`src/rtl/rv32i_pkg.sv`:
```
// Shared RV32I constants and helpers.
// Used by the fetch path and the FIFO-based memory paths.
package rv32i_pkg;

  localparam int XLEN        = 32;
  localparam int INSTR_BYTES = 4;

  localparam logic [XLEN-1:0] NOP_INSTR =
    32'h0000_0013;

  localparam logic [XLEN-1:0] ALIGN_MASK =
    ~XLEN'(INSTR_BYTES - 1);

  localparam logic [XLEN-1:0] PC_STEP =
    XLEN'(INSTR_BYTES);

  function automatic logic [XLEN-1:0] word_align(
    input logic [XLEN-1:0] a
  );
    return a & ALIGN_MASK;
  endfunction

endpackage

```
`src/rtl/sync_fifo.sv`:
```
// Synchronous FIFO with flush; head word is read combinationally.
// Ports: push/pop/flush controls, push data, head data, occupancy.
module sync_fifo
  import rv32i_pkg::*;
#(
  parameter int DEPTH = 4,
  parameter int WIDTH = XLEN
) (
  input  logic                         clk,
  input  logic                         rst,
  input  logic                         push_i,
  input  logic [WIDTH-1:0]             push_data_i,
  input  logic                         pop_i,
  input  logic                         flush_i,
  output logic [WIDTH-1:0]             head_o,
  output logic [$clog2(DEPTH+1)-1:0]   count_o
);

  localparam int AW = $clog2(DEPTH);
  localparam int CW = $clog2(DEPTH+1);

  logic [WIDTH-1:0] mem_q [DEPTH];
  logic [AW-1:0]    wr_q, wr_d;
  logic [AW-1:0]    rd_q, rd_d;
  logic [CW-1:0]    cnt_q, cnt_d;

  always_comb begin
    wr_d  = wr_q;
    rd_d  = rd_q;
    cnt_d = cnt_q;
    if (flush_i) begin
      wr_d  = '0;
      rd_d  = '0;
      cnt_d = '0;
    end else begin
      if (push_i) wr_d = wr_q + AW'(1);
      if (pop_i)  rd_d = rd_q + AW'(1);
      unique case ({push_i, pop_i})
        2'b10:   cnt_d = cnt_q + CW'(1);
        2'b01:   cnt_d = cnt_q - CW'(1);
        default: cnt_d = cnt_q;
      endcase
    end
  end

  always_ff @(posedge clk) begin
    if (rst) begin
      wr_q  <= '0;
      rd_q  <= '0;
      cnt_q <= '0;
    end else begin
      wr_q  <= wr_d;
      rd_q  <= rd_d;
      cnt_q <= cnt_d;
    end
  end

  // Storage needs no reset; occupancy gates every read.
  always_ff @(posedge clk) begin
    if (push_i && !flush_i) begin
      mem_q[wr_q] <= push_data_i;
    end
  end

  assign head_o  = mem_q[rd_q];
  assign count_o = cnt_q;

endmodule

```
`src/rtl/instr_prefetch_buffer.sv`:
```
// Instruction prefetcher: runs sequential fetches ahead of the core PC.
// Ports: core PC/ready in, instr/valid out; mem req/rsp; fifo_count.
module instr_prefetch_buffer
  import rv32i_pkg::*;
#(
  parameter int              DEPTH    = 4,
  parameter logic [XLEN-1:0] RESET_PC = '0
) (
  input  logic                       clk,
  input  logic                       rst,
  input  logic [XLEN-1:0]            cpu_pc,
  input  logic                       cpu_instr_ready,
  output logic [XLEN-1:0]            cpu_instr_code,
  output logic                       cpu_instr_valid,
  output logic                       mem_req_valid,
  output logic [XLEN-1:0]            mem_req_addr,
  input  logic                       mem_req_ready,
  input  logic                       mem_rsp_valid,
  input  logic [XLEN-1:0]            mem_rsp_data,
  output logic [$clog2(DEPTH+1)-1:0] fifo_count
);

  localparam int CW = $clog2(DEPTH+1);
  localparam logic [CW:0] DEPTH_W = (CW+1)'(DEPTH);

  logic [XLEN-1:0] fetch_addr_q, fetch_addr_d;
  logic [XLEN-1:0] head_pc_q, head_pc_d;
  logic [CW-1:0]   live_q, live_d;
  logic [CW-1:0]   drop_q, drop_d;
  logic [CW-1:0]   count;
  logic [CW:0]     occ_sum;
  logic [CW:0]     infl_sum;
  logic [XLEN-1:0] pc_al;
  logic [XLEN-1:0] head_word;
  logic            redirect;
  logic            accept;
  logic            rsp_drop;
  logic            push;
  logic            pop;

  assign pc_al    = word_align(cpu_pc);
  assign redirect = (pc_al != head_pc_q);

  // FIFO room and in-flight tags are both bounded by DEPTH.
  assign occ_sum  = {1'b0, count}  + {1'b0, live_q};
  assign infl_sum = {1'b0, live_q} + {1'b0, drop_q};

  assign mem_req_valid = !rst && !redirect &&
                         (occ_sum < DEPTH_W) &&
                         (infl_sum < DEPTH_W);
  assign mem_req_addr  = fetch_addr_q;
  assign accept        = mem_req_valid && mem_req_ready;

  // Stale responses, and any response racing a redirect, are dropped.
  assign rsp_drop = mem_rsp_valid &&
                    ((drop_q != '0) || redirect);
  assign push     = mem_rsp_valid && !rsp_drop;

  assign cpu_instr_valid = !rst && !redirect &&
                           (count != '0);
  assign pop             = cpu_instr_valid && cpu_instr_ready;
  assign cpu_instr_code  = cpu_instr_valid ? head_word
                                           : NOP_INSTR;
  assign fifo_count      = count;

  always_comb begin
    fetch_addr_d = fetch_addr_q;
    head_pc_d    = head_pc_q;
    live_d       = live_q;
    drop_d       = drop_q;
    unique case (1'b1)
      redirect: begin
        fetch_addr_d = pc_al;
        head_pc_d    = pc_al;
        live_d       = '0;
        drop_d       = drop_q + live_q
                     - CW'(mem_rsp_valid);
      end
      default: begin
        if (accept) begin
          fetch_addr_d = fetch_addr_q + PC_STEP;
        end
        if (pop) begin
          head_pc_d = head_pc_q + PC_STEP;
        end
        live_d = live_q + CW'(accept) - CW'(push);
        if (mem_rsp_valid && (drop_q != '0)) begin
          drop_d = drop_q - CW'(1);
        end
      end
    endcase
  end

  always_ff @(posedge clk) begin
    if (rst) begin
      fetch_addr_q <= RESET_PC;
      head_pc_q    <= RESET_PC;
      live_q       <= '0;
      drop_q       <= '0;
    end else begin
      fetch_addr_q <= fetch_addr_d;
      head_pc_q    <= head_pc_d;
      live_q       <= live_d;
      drop_q       <= drop_d;
    end
  end

  sync_fifo #(
    .DEPTH (DEPTH),
    .WIDTH (XLEN)
  ) u_fifo (
    .clk         (clk),
    .rst         (rst),
    .push_i      (push),
    .push_data_i (mem_rsp_data),
    .pop_i       (pop),
    .flush_i     (redirect),
    .head_o      (head_word),
    .count_o     (count)
  );

  // Memory must not answer more than was asked, nor overfill the FIFO.
  always_ff @(posedge clk) begin
    if (!rst) begin
      a_no_ovf: assert (!(push &&
                          count == CW'(DEPTH)));
      a_rsp_owed: assert (!(mem_rsp_valid &&
                            infl_sum == '0));
    end
  end

endmodule

```
`config.mk`:
```
export PLATFORM = sky130hd
export DESIGN_NAME = instr_prefetch_buffer
export DESIGN_NICKNAME = d
export VERILOG_FILES = /design/src/rtl/rv32i_pkg.sv /design/src/rtl/sync_fifo.sv /design/src/rtl/instr_prefetch_buffer.sv
export SDC_FILE = /design/constraint.sdc
export NUM_CORES = 1
export LEC_CHECK = 0
export ABC_CLOCK_PERIOD_IN_PS = 6400
export CORE_MARGIN = 5
export CORE_UTILIZATION = 59
export CTS_CLUSTER_SIZE = 20
export DETAILED_ROUTE_END_ITERATION = 10
export GPL_TIMING_DRIVEN = 0
export PLACE_DENSITY = 0.85
export SLEW_MARGIN = 20
export SYNTH_ARGS = -nofsm -noshare
export SYNTH_HDL_FRONTEND = slang
export SYNTH_SLANG_ARGS = --single-unit
```
`constraint.sdc`:
```
create_clock -name clk -period 6.4 [get_ports clk]
set_input_delay 0.96 -clock clk [delete_from_list [all_inputs] [get_ports clk]]
set_output_delay 0.96 -clock clk [all_outputs]
set_load 0.05 [all_outputs]
```
Word level (Yosys, flattened, before mapping). Memory sizes are Yosys's and may differ from the RTL's. A register that Yosys moved wholly into a read port is not among the register bits. Index checks and enable logic that the tools add are counted.

Register bits after elaboration: 77. Bits in writable memories: 128. Input bits: 69. Output and inout bits: 69. Word-level logic and storage cells: 61. Memories kept: 1.

Memory list: u_fifo.mem_q (words 4, width 32, rd ports 1, clocked after Yosys merged registers in 1, wr ports 1, RTL line sync_fifo.sv:22) `logic [WIDTH-1:0] mem_q [DEPTH];`.

$add $sub $neg: 13. $lt $le $gt $ge: 2. Equal/unequal tests: 3. Mux-type cells: 12. Reduce and logical (&&, ||, !) cells: 21.

Operators by type and width (number): $mux W32 (5); $add A32 B3 Y32 const B (2); $ne A32 B32 Y1 (1); $logic_and A1 B1 Y1 (10); $add A3 B3 Y4 (2); $lt A4 B3 Y1 const B (2); $reduce_bool A2 Y1 (4); $mux W3 (2); $pmux W3 S2 (1); $reduce_bool A3 Y1 (2); $sub A3 B1 Y3 (2); $sub A3 B1 Y3 const B (2); $add A2 B1 Y2 const B (2); $mux W2 (2); $add A3 B1 Y3 (1); $add A3 B1 Y3 const B (1); $add A3 B3 Y3 (1); $logic_not A1 Y1 (3); $eq A2 B1 Y1 const B (1); $eq A2 B2 Y1 const B (1); $mux W1 (2); $reduce_or A2 Y1 (1); $logic_or A1 B1 Y1 (1).

Logic depth before layout (Yosys ltp). Gate-level depths: netlist of the first run.

Depth in word-level cells: 8. Gate-level depth with buffers: 15. Mapped depth without buffers: 13.

Hierarchy. From an unflattened synthesis of the first run, not the netlist that was laid out.

Cells, all modules: 743. Area total of the unflattened synthesis: 9505.4 sq um.

Modules (own cells, without submodules): sync_fifo (times used 1, cells each 214, area each 5091.1 sq um, sequential area each 4023.9 sq um); instr_prefetch_buffer (times used 1, cells each 529, area each 4414.2 sq um, sequential area each 1321.3 sq um).

Worst setup path before layout of the first run. No wires, ideal clock.

Kind: input to output. From: input port cpu_pc[5]. To: output port mem_req_valid. Arrival: 3.104 ns. Required time: 5.440 ns. Path slack: 2.336 ns. Cell stages on the path: 7. Path buffers: 2. Path through: xnor2_1 nand4_1 nor4_2 buf_6 nand2_4 buf_6 nor3_1.

Cells in the longest elaborated chain, start to end: 5.

RTL lines: from (decl) (RTL line instr_prefetch_buffer.sv:11) `input logic [XLEN-1:0] cpu_pc,`; $ne A32 B32 Y1 (RTL line instr_prefetch_buffer.sv:42) `assign redirect = (pc_al != head_pc_q);`; $logic_not A1 Y1 (RTL line instr_prefetch_buffer.sv:48) `assign mem_req_valid = !rst && !redirect &&`; $logic_and A1 B1 Y1 (2 in a row) (RTL line instr_prefetch_buffer.sv:48); $logic_and A1 B1 Y1 (RTL line instr_prefetch_buffer.sv:49) `(occ_sum < DEPTH_W) &&`; to (decl) (RTL line instr_prefetch_buffer.sv:15) `output logic mem_req_valid,`.

Every way passes these cells.

Final worst setup path of the first run.
From: input port cpu_pc[5]. To: output port cpu_instr_code[10].

Cells in the longest elaborated chain, start to end: 5.

RTL lines: $ne A32 B32 Y1 (RTL line instr_prefetch_buffer.sv:42); $logic_not A1 Y1 (RTL line instr_prefetch_buffer.sv:59) `assign cpu_instr_valid = !rst && !redirect &&`; $logic_and A1 B1 Y1 (2 in a row) (RTL line instr_prefetch_buffer.sv:59); $mux W32 (RTL line instr_prefetch_buffer.sv:62) `assign cpu_instr_code = cpu_instr_valid ? head_word`; to (decl) (RTL line instr_prefetch_buffer.sv:13) `output logic [XLEN-1:0] cpu_instr_code,`.

Every way passes these cells.

==> results of run 1 <==
[kinds of logic after synthesis]
group | synth area share
other | 0.000377
and+or+nand+nor | 0.125
DFF | 0.538
adders and majority gates | 0.0287
AOI/OAI and AO/OA | 0.109
xor gates and xnor gates | 0.0872
buffers and inverters | 0.0385
muxes | 0.0735
[Yosys cell counts (2+ instances only)]
| cell | instances |
|---|---|
| fa_1 | 3 |
| nor3b_1 | 2 |
| nor4_4 | 2 |
| and3_1 | 11 |
| clkbuf_1 | 18 |
| nor2_1 | 12 |
| buf_1 | 2 |
| nand4b_1 | 3 |
| nand2_1 | 17 |
| xor2_1 | 32 |
| buf_8 | 2 |
| or2_1 | 3 |
| a211oi_2 | 53 |
| edfxtp_1 | 128 |
| dfxtp_1 | 75 |
| buf_6 | 6 |
| nor4_1 | 5 |
| and2_1 | 6 |
| a21oi_2 | 25 |
| mux4_2 | 32 |
| ha_1 | 18 |
| nor3_1 | 22 |
| a21oi_1 | 9 |
| buf_2 | 9 |
| nand3_2 | 5 |
| nand4_1 | 26 |
| nand3_1 | 21 |
| and4_1 | 9 |
| xnor2_1 | 67 |
| buf_4 | 11 |
| inv_1 | 22 |
| nor2b_1 | 30 |
| nor4_2 | 12 |
| a211oi_1 | 8 |
[layout by cell type, fill, tap and decap left out, drive strengths merged, types with 2 or more instances in the layout]
cell,Yosys,final
clkinv,0,6
conb,1,2
nand3,26,26
a211oi,61,61
nor2b,30,30
nand4b,3,3
clkdlybuf4s50,0,132
xor2,32,32
nor4,19,19
clkbuf,18,48
and3,11,11
dfxtp,75,75
ha,18,18
nand2,18,18
a21oi,34,34
or2,3,3
nor3b,3,3
mux4,32,32
and2,6,6
buf,30,34
and4,9,9
edfxtp,128,128
nand4,26,26
nor2,12,12
inv,22,23
xnor2,67,67
nor3,23,23
fa,3,3
o211ai,2,2
[how the worst max path moves through the flow]
stage | end | from | cells past startpoint | slack [ns]
after CTS | cpu_instr_code[16] | cpu_pc[5] | 8 | 1.20
after floorplan | mem_req_valid | cpu_pc[5] | 7 | 2.34
final | cpu_instr_code[10] | cpu_pc[5] | 8 | 1.18
after global routing | cpu_instr_code[10] | cpu_pc[5] | 8 | 0.96
after detailed placement | cpu_instr_code[16] | cpu_pc[20] | 8 | 1.29
after global placement | cpu_instr_code[6] | cpu_pc[5] | 8 | 1.33
[worst max-delay path, stage by stage]
cell and delay, ns:
clkdlybuf4s50_1 0.46, xnor2_1 0.32, nand4_1 0.20, nor4_2 0.57, nand3_2 0.33, clkbuf_1 0.36
nor2b_1 0.21, clkdlybuf4s50_1 0.84
[per-layer routing]
metal,global-route usage,vias to the layer above,share of wire
li1,-,3053,-
met2,0.478,300,0.52
met3,0.0364,64,0.061
met1,0.323,3424,0.39
met4,0.0806,0,0.029
met5,0,-,0
[state kept, by name, summed over array words and instances, names as in the netlist, named ones only]
signal          flops
head_pc_q          30
live_q              3
u_fifo.wr_q         2
drop_q              3
u_fifo.count_o      3
u_fifo.mem_q      128
mem_req_addr       30
u_fifo.rd_q         2
[final cells by class]
type,instances,area share
flip-flops and latches,203,0.435
multi-input cells,450,0.343
repair buffers,136,0.115
clock buffers,30,0.0472
plain buffers,48,0.0244
well taps,220,0.0224
inverters,22,0.00672
clock inverters,8,0.00540
[metrics by stage]
step	power, mW	std cells	util
final	2.90	1117	0.741
after global routing	3.00	1117	0.741
after floorplan	1.64	723	-
after detailed placement	1.76	1079	0.702
after CTS	2.92	1117	0.741
after global placement	1.75	1075	0.696
[where the power goes]
group          switching (mW)  total (mW)  internal, mW
combinational           0.167       0.290         0.124
sequential             0.0304        1.44          1.41
clock                   0.498        1.17         0.671
total                   0.695        2.90          2.21
==> summary.md, run 1 <==
| Metric | Value |
|---|---|
| Status | finished clean |
| Final routed DRC violation total | 0 |
| CP Capture Type | output pin |
| Syn-to-layout area delta | 23.6% |
| Worst slew margin | 0.365 |
| Die Y | 140 um |
| Max-slew violation total from the final report | 0 |
| DRT iter0 DRCs | 433 |
| IO Count | between 100 and 150 |
| Finish-stage setup viols | 0 |
| Max Clock Skew | about 0.013 ns |
| Synth area leaders | edfxtp_1, dfxtp_1, mux4_2, a211oi_2, xnor2_1 |
| Post-CTS Setup Repair Bufs | 0 |
| Port buffer count | around 130 |
| Post-synth EDFFs | approximately 130 |
| Total CTS buffers | 21 |
| Worst slack, placed | between 1 and 1.5 ns |
| R2r worst-path depth | 14 |
| RR Startpoint | head_pc_q[17]$_SDFFE_PP0P_ |
| Share of cells above drive strength 1 | 0.222 |
| Diodes inserted | 0 |
| Worst EP required | between 5 and 6 ns |
| Multi-input combinational cell area | between 4000 and 5000 um2 |
| Via Count | 6841 |
| Placed inst area | ~12000 um2 |
| RSZ-0062 raised after global routing | no |
| Synth area leader | edfxtp_1 |
| Largest net degree at the start of global routing | 27 |
| Final wirelength | approximately 26000 um |
| Critical R2R Capture | live_q[2]$_SDFF_PP0_ |
| H-tree Lvls | 1 |
| Total die area | 19500 um2 |
| Antenna Nets Post-Route | 0 |
| Setup TNS | 0 ns |
| CTS Hold Bufs | 0 |
| HPWL after detailed placement | 18200 um |
| Post-cts sizing count | 0 |
| Post-Syn Area | 9940 um2 |
| Filler cell count | 1031 |
| Worst R2R Setup Slack | about 2.8 ns |
| Achievable Freq | around 0.19 GHz |
| WS Path Type | input port to output pin |
| Maximum root-to-sink buffer count | 3 |
| Leak pwr | approximately 3.8 nW |
| Post-synthesis sequential area ratio | 0.538 |
| Clk sinks | 203 |
| Crit path time final | 5.22 ns |
| Clock transition at path regs | roughly 0.060 ns |
| Drt via density | a little over 6 |
| Initial Utilization | 0.599 |
| Crit Path Max Fanout | 10 |
| WL per Instance | 23.3 um |
| Synth Instances | 722 |
| FFs w/ async S/R, synth | 0 |
| Fin worst setup slack | approximately 1.2 ns |
| Crit path DAT | approximately 4.3 ns |
| Tot GR Track Use | 0.262 |
| Hold_sp | mem_req_addr[3]$_SDFFE_PP0P_ |
| Post-Route Hold Slack | 0.552 ns |
| GPL Wtd Cong | 0.976 |
| Post-synth top area share | 0.387 |
| Total gr overflow | 0 |
| Min-delay worst type | register to register |
| Site Rows | 47 |
| Period utilization | 0.815 |
| First-pass GRT wire length | approximately 40000 um |
| Yosys Warn Count | 0 |
| Power per cell area | around 240 nW/um2 |
| Yosys cell types | 50 |
| Top FF cell, synth | edfxtp_1 |
| DR pass1 iterations | 5 |
| Worst ir drop on vdd | 0.199 mV |
| Post-route cell area | 12300 um2 |
| Hold path depth | 2 |
| CTS tree | done |
| Skew-Pair Late Insertion Delay | around 0.50 ns |
| Placeable Area | ~17000 um2 |
| Clock tree root buffer cell | clkbuf_16 |
| Nets | ~970 |
| Worst-margin pin slew | ~0.94 ns |
| Critical Path Start Type | input port |
| Sequential Area | roughly 5300 um2 |
| Max_cap viols | 0 |
| Number of global-route vias before repair | approximately 7100 |
| #FFs+latches synth | 203 |
| Horiz. Die Dim | roughly 140 um |
| Avg Cell Area, Syn | 13.8 um2 |
| Hold Crit Endpoint | mem_req_addr[3]$_SDFFE_PP0P_ |
| Initial antenna violation count | 0 |
| Final Hold Vio Count | 0 |
Note: power is estimated with default switching activity, not from simulation.
==> run 2: changes to the inputs <==
--- a/config.mk
+++ b/config.mk
@@ -5,13 +5,13 @@
 export SDC_FILE = /design/constraint.sdc
 export NUM_CORES = 1
 export LEC_CHECK = 0
-export ABC_CLOCK_PERIOD_IN_PS = 6400
+export ABC_CLOCK_PERIOD_IN_PS = 5250
 export CORE_MARGIN = 5
-export CORE_UTILIZATION = 59
+export CORE_UTILIZATION = 55
 export CTS_CLUSTER_SIZE = 20
 export DETAILED_ROUTE_END_ITERATION = 10
 export GPL_TIMING_DRIVEN = 0
-export PLACE_DENSITY = 0.85
+export PLACE_DENSITY = 0.8
 export SLEW_MARGIN = 20
 export SYNTH_ARGS = -nofsm -noshare
 export SYNTH_HDL_FRONTEND = slang
==> constraint.sdc (replaced) <==
create_clock -name clk -period 5.25 [get_ports clk]
set_input_delay 0.7875 -clock clk [delete_from_list [all_inputs] [get_ports clk]]
set_output_delay 0.7875 -clock clk [all_outputs]
set_load 0.05 [all_outputs]
==> run 2 against run 1 <==
Global-route usage decreased by 2.3 points; highest routed layer unchanged; worst hold slack got worse by 0.010 ns; clock power increased by 47%; critical path type unchanged; core utilization decreased by 4.5 points; die area increased by 6.7%; non-clock buffer count unchanged.
==> summary.md, run 2 (synthesis gave the netlist of run 1 again) <==
| Metric | Value |
|---|---|
| Hold path depth | 2 (unchanged) |
| Clock Power Share | 0.449 (+0.046) |
| Placeable Area | 17900 um2 (+8.0%) |
| Worst slew margin | 0.396 (+0.0312) |
| CTS tree | done |
| Clock tree root buffer cell | clkbuf_16 |
| Post-route cell area | 12500 um2 (+1.4%) |
| Share of cells above drive strength 1 | 0.225 (+0.00309) |
| RSZ-0062 raised after global routing | no |
| Max Clock Skew | 0.0186 ns (+0.00583 ns) |
| CP Capture Type | output pin |
| Final routed DRC violation total | 0 (unchanged) |
| Critical R2R Capture | live_q[2]$_SDFF_PP0_ |
| Via Count | 6779 (-0.91%) |
| Crit path DAT | 4.08 ns (-0.18 ns) |
| Crit Path Max Fanout | 10 (unchanged) |
| Commonest non-fill, non-tap cell in the layout | clkdlybuf4s50_1 |
| Tot GR Track Use | 0.239 (-0.0227) |
| Worst EP required | 4.46 ns (-0.98 ns) |
| Leak pwr | 3.92 nW (+1.8%) |
| DR pass1 iterations | 5 (unchanged) |
| Power per cell area | 308 nW/um2 (+30%) |
| Post-CTS Setup Repair Bufs | 0 (unchanged) |
| Status | finished clean |
| Skew-Pair Late Insertion Delay | 0.50 ns (about the same) |
| Maximum root-to-sink buffer count | 3 (unchanged) |
| First-pass GRT wire length | 38900 um (-3.5%) |
| Achievable Freq | about 0.21 GHz |
| Final wirelength | 25000 um (-4.1%) |
| Total die area | 20900 um2 (+6.7%) |
| Diodes inserted | 0 (unchanged) |
| Period utilization | 0.926 |
| Cell repeated most along the worst path | clkdlybuf4s50_1 |
| Sequential share of power | 0.459 (-0.038) |
| Placed inst area | 11600 um2 (about the same) |
| Worst path slowest cell | clkdlybuf4s50_1 |
| WS Path Type | input port to output pin |
| WL per Instance | 22.2 um (-4.9%) |
| Combinational share of power | 0.092 (-0.008) |
| Worst ir drop on vdd | 0.304 mV (+52%) |
| Hold_sp | u_fifo.rd_q[1]$_SDFFE_PP0P_ |
| Total CTS buffers | 22 (+4.8%) |
| Clk sinks | 203 (unchanged) |
| R2r worst-path depth | 14 (unchanged) |
| HPWL after detailed placement | 17700 um (-2.6%) |
| Nets | 973 (+0.10%) |
| Top delay family on crit path | buffers and inverters |
| Horiz. Die Dim | 144 um (+3.3%) |
| Number of global-route vias before repair | 7093 (-0.17%) |
| Buf+Inv Stages, Crit Path | 3 (unchanged) |
| Antenna Nets Post-Route | 0 (unchanged) |
| H-tree Lvls | 1 (unchanged) |
| Post-Route Hold Slack | 0.542 ns (-0.0103 ns) |
| Critical path cell sequence | clkdlybuf4s50_1 -> xnor2_1 -> nand4_1 -> nor4_2 -> nand3_2 -> clkbuf_1 -> nor2b_1 -> clkdlybuf4s50_1 |
| CTS Hold Bufs | 0 (unchanged) |
| Crit path time final | 4.86 ns |
| Max incr delay on CP | 0.86 ns (+0.02 ns) |
| GPL Wtd Cong | 1.00 (+2.8%) |
| Number of flip-flops in the largest register | 128 (unchanged) |
| Setup TNS | 0 ns (unchanged) |
| IO Count | 138 (unchanged) |
| Finish-stage setup viols | 0 (unchanged) |
| Switching fraction of total power | 0.227 (-0.0130) |
| Largest net degree at the start of global routing | 24 (-11%) |
| DRT iter0 DRCs | 571 (+32%) |
| Reg with most FFs | u_fifo.mem_q |
| Drt via density | 6.02 (-1.8%) |
| Final Hold Vio Count | 0 (unchanged) |
| Site Rows | 49 (+4.3%) |
| Max_cap viols | 0 (unchanged) |
| Total gr overflow | 0 (unchanged) |
| Die Y | 144 um (+3.3%) |
| Critical Path Start Type | input port |
| Post-cts sizing count | 0 (unchanged) |
| Switching power | 0.868 mW (+25%) |
| Max-slew violation total from the final report | 0 (unchanged) |
| Design internal power | 2.96 mW (+34%) |
| WP depth | 8 (unchanged) |
| Syn-to-layout area delta | 25.3% |
| Commonest non-fill, non-tap cells in the layout | clkdlybuf4s50_1, edfxtp_1, dfxtp_1 |
| RR Startpoint | head_pc_q[17]$_SDFFE_PP0P_ |
| Initial Utilization | 0.555 (-0.0441) |
| Worst R2R Setup Slack | 1.70 ns (-1.13 ns) |
| Min-delay worst type | register to register |
| Worst-margin pin slew | 0.895 ns (-0.0462 ns) |
| Initial antenna violation count | 0 (unchanged) |
| Clock transition at path regs | 0.06 ns (about the same) |
| Port buffer count | 132 (unchanged) |
[run 2: cell count changes in the layout (fill, tap and decap cells not counted), sizes merged]
cell,previous run,this run
bufinv,1,6
clkbuf,48,43
clkinvlp,0,1
[run 2: worst max-delay path by stage]
stage,start,to,slack (ns)
finish,cpu_pc[5],cpu_instr_code[10],0.39
CTS,cpu_pc[5],cpu_instr_code[10],0.44
global placement,cpu_pc[5],cpu_instr_code[10],0.48
global route,cpu_pc[5],cpu_instr_code[10],0.25
detailed placement,cpu_pc[5],cpu_instr_code[6],0.48
floorplan,cpu_pc[5],mem_req_valid,1.53
[run 2: power groups by stage]
| stage | sequential (mW) | combinational [mW] | clock [mW] |
|---|---|---|---|
| floorplan | 1.83 | 0.169 | 0 |
| global placement | 1.79 | 0.340 | 0 |
| detailed placement | 1.79 | 0.349 | 0 |
| CTS | 1.76 | 0.352 | 1.74 |
| global route | 1.76 | 0.374 | 1.82 |
| finish | 1.76 | 0.354 | 1.72 |
[run 2: worst reg2reg max path: stages, from the launching register on]
cell and delay, ns:
dfxtp_1 0.29, buf_2 0.15, xnor2_1 0.25, nand4_1 0.14, nor4_2 0.58, buf_6 0.27
nand2_4 0.10, or3_1 0.35, ha_1 0.28, inv_1 0.04, ha_1 0.18, fa_1 0.38
xnor2_1 0.20, xnor2_1 0.14, nor3_1 0.06
[run 2: metrics by stage]
stage | total power [mW] | util | instances | setup slack, ns
floorplan | 2.00 | - | 723 | 1.53
global route | 3.95 | 0.696 | 1127 | 0.249
finish | 3.83 | 0.696 | 1127 | 0.387
detailed placement | 2.14 | 0.651 | 1088 | 0.481
global placement | 2.13 | 0.645 | 1084 | 0.477
CTS | 3.85 | 0.696 | 1127 | 0.435
[run 2: cell type report]
class,instances,area (um2)
timing repair buffer,136,1420
buffer,48,300
fill,1228,5450
tap,229,287
clock buffer,25,583
clock inverter,14,224
multi-input combinational,450,4220
sequential,203,5350
inverter,22,82.6
[run 2: per-layer routing]
metal	wire, um	vias to the layer above	global-route usage
li1	-	3054	-
met1	9770	3396	0.301
met2	13000	276	0.432
met3	1530	53	0.0317
met4	658	0	0.0702
met5	0	-	0
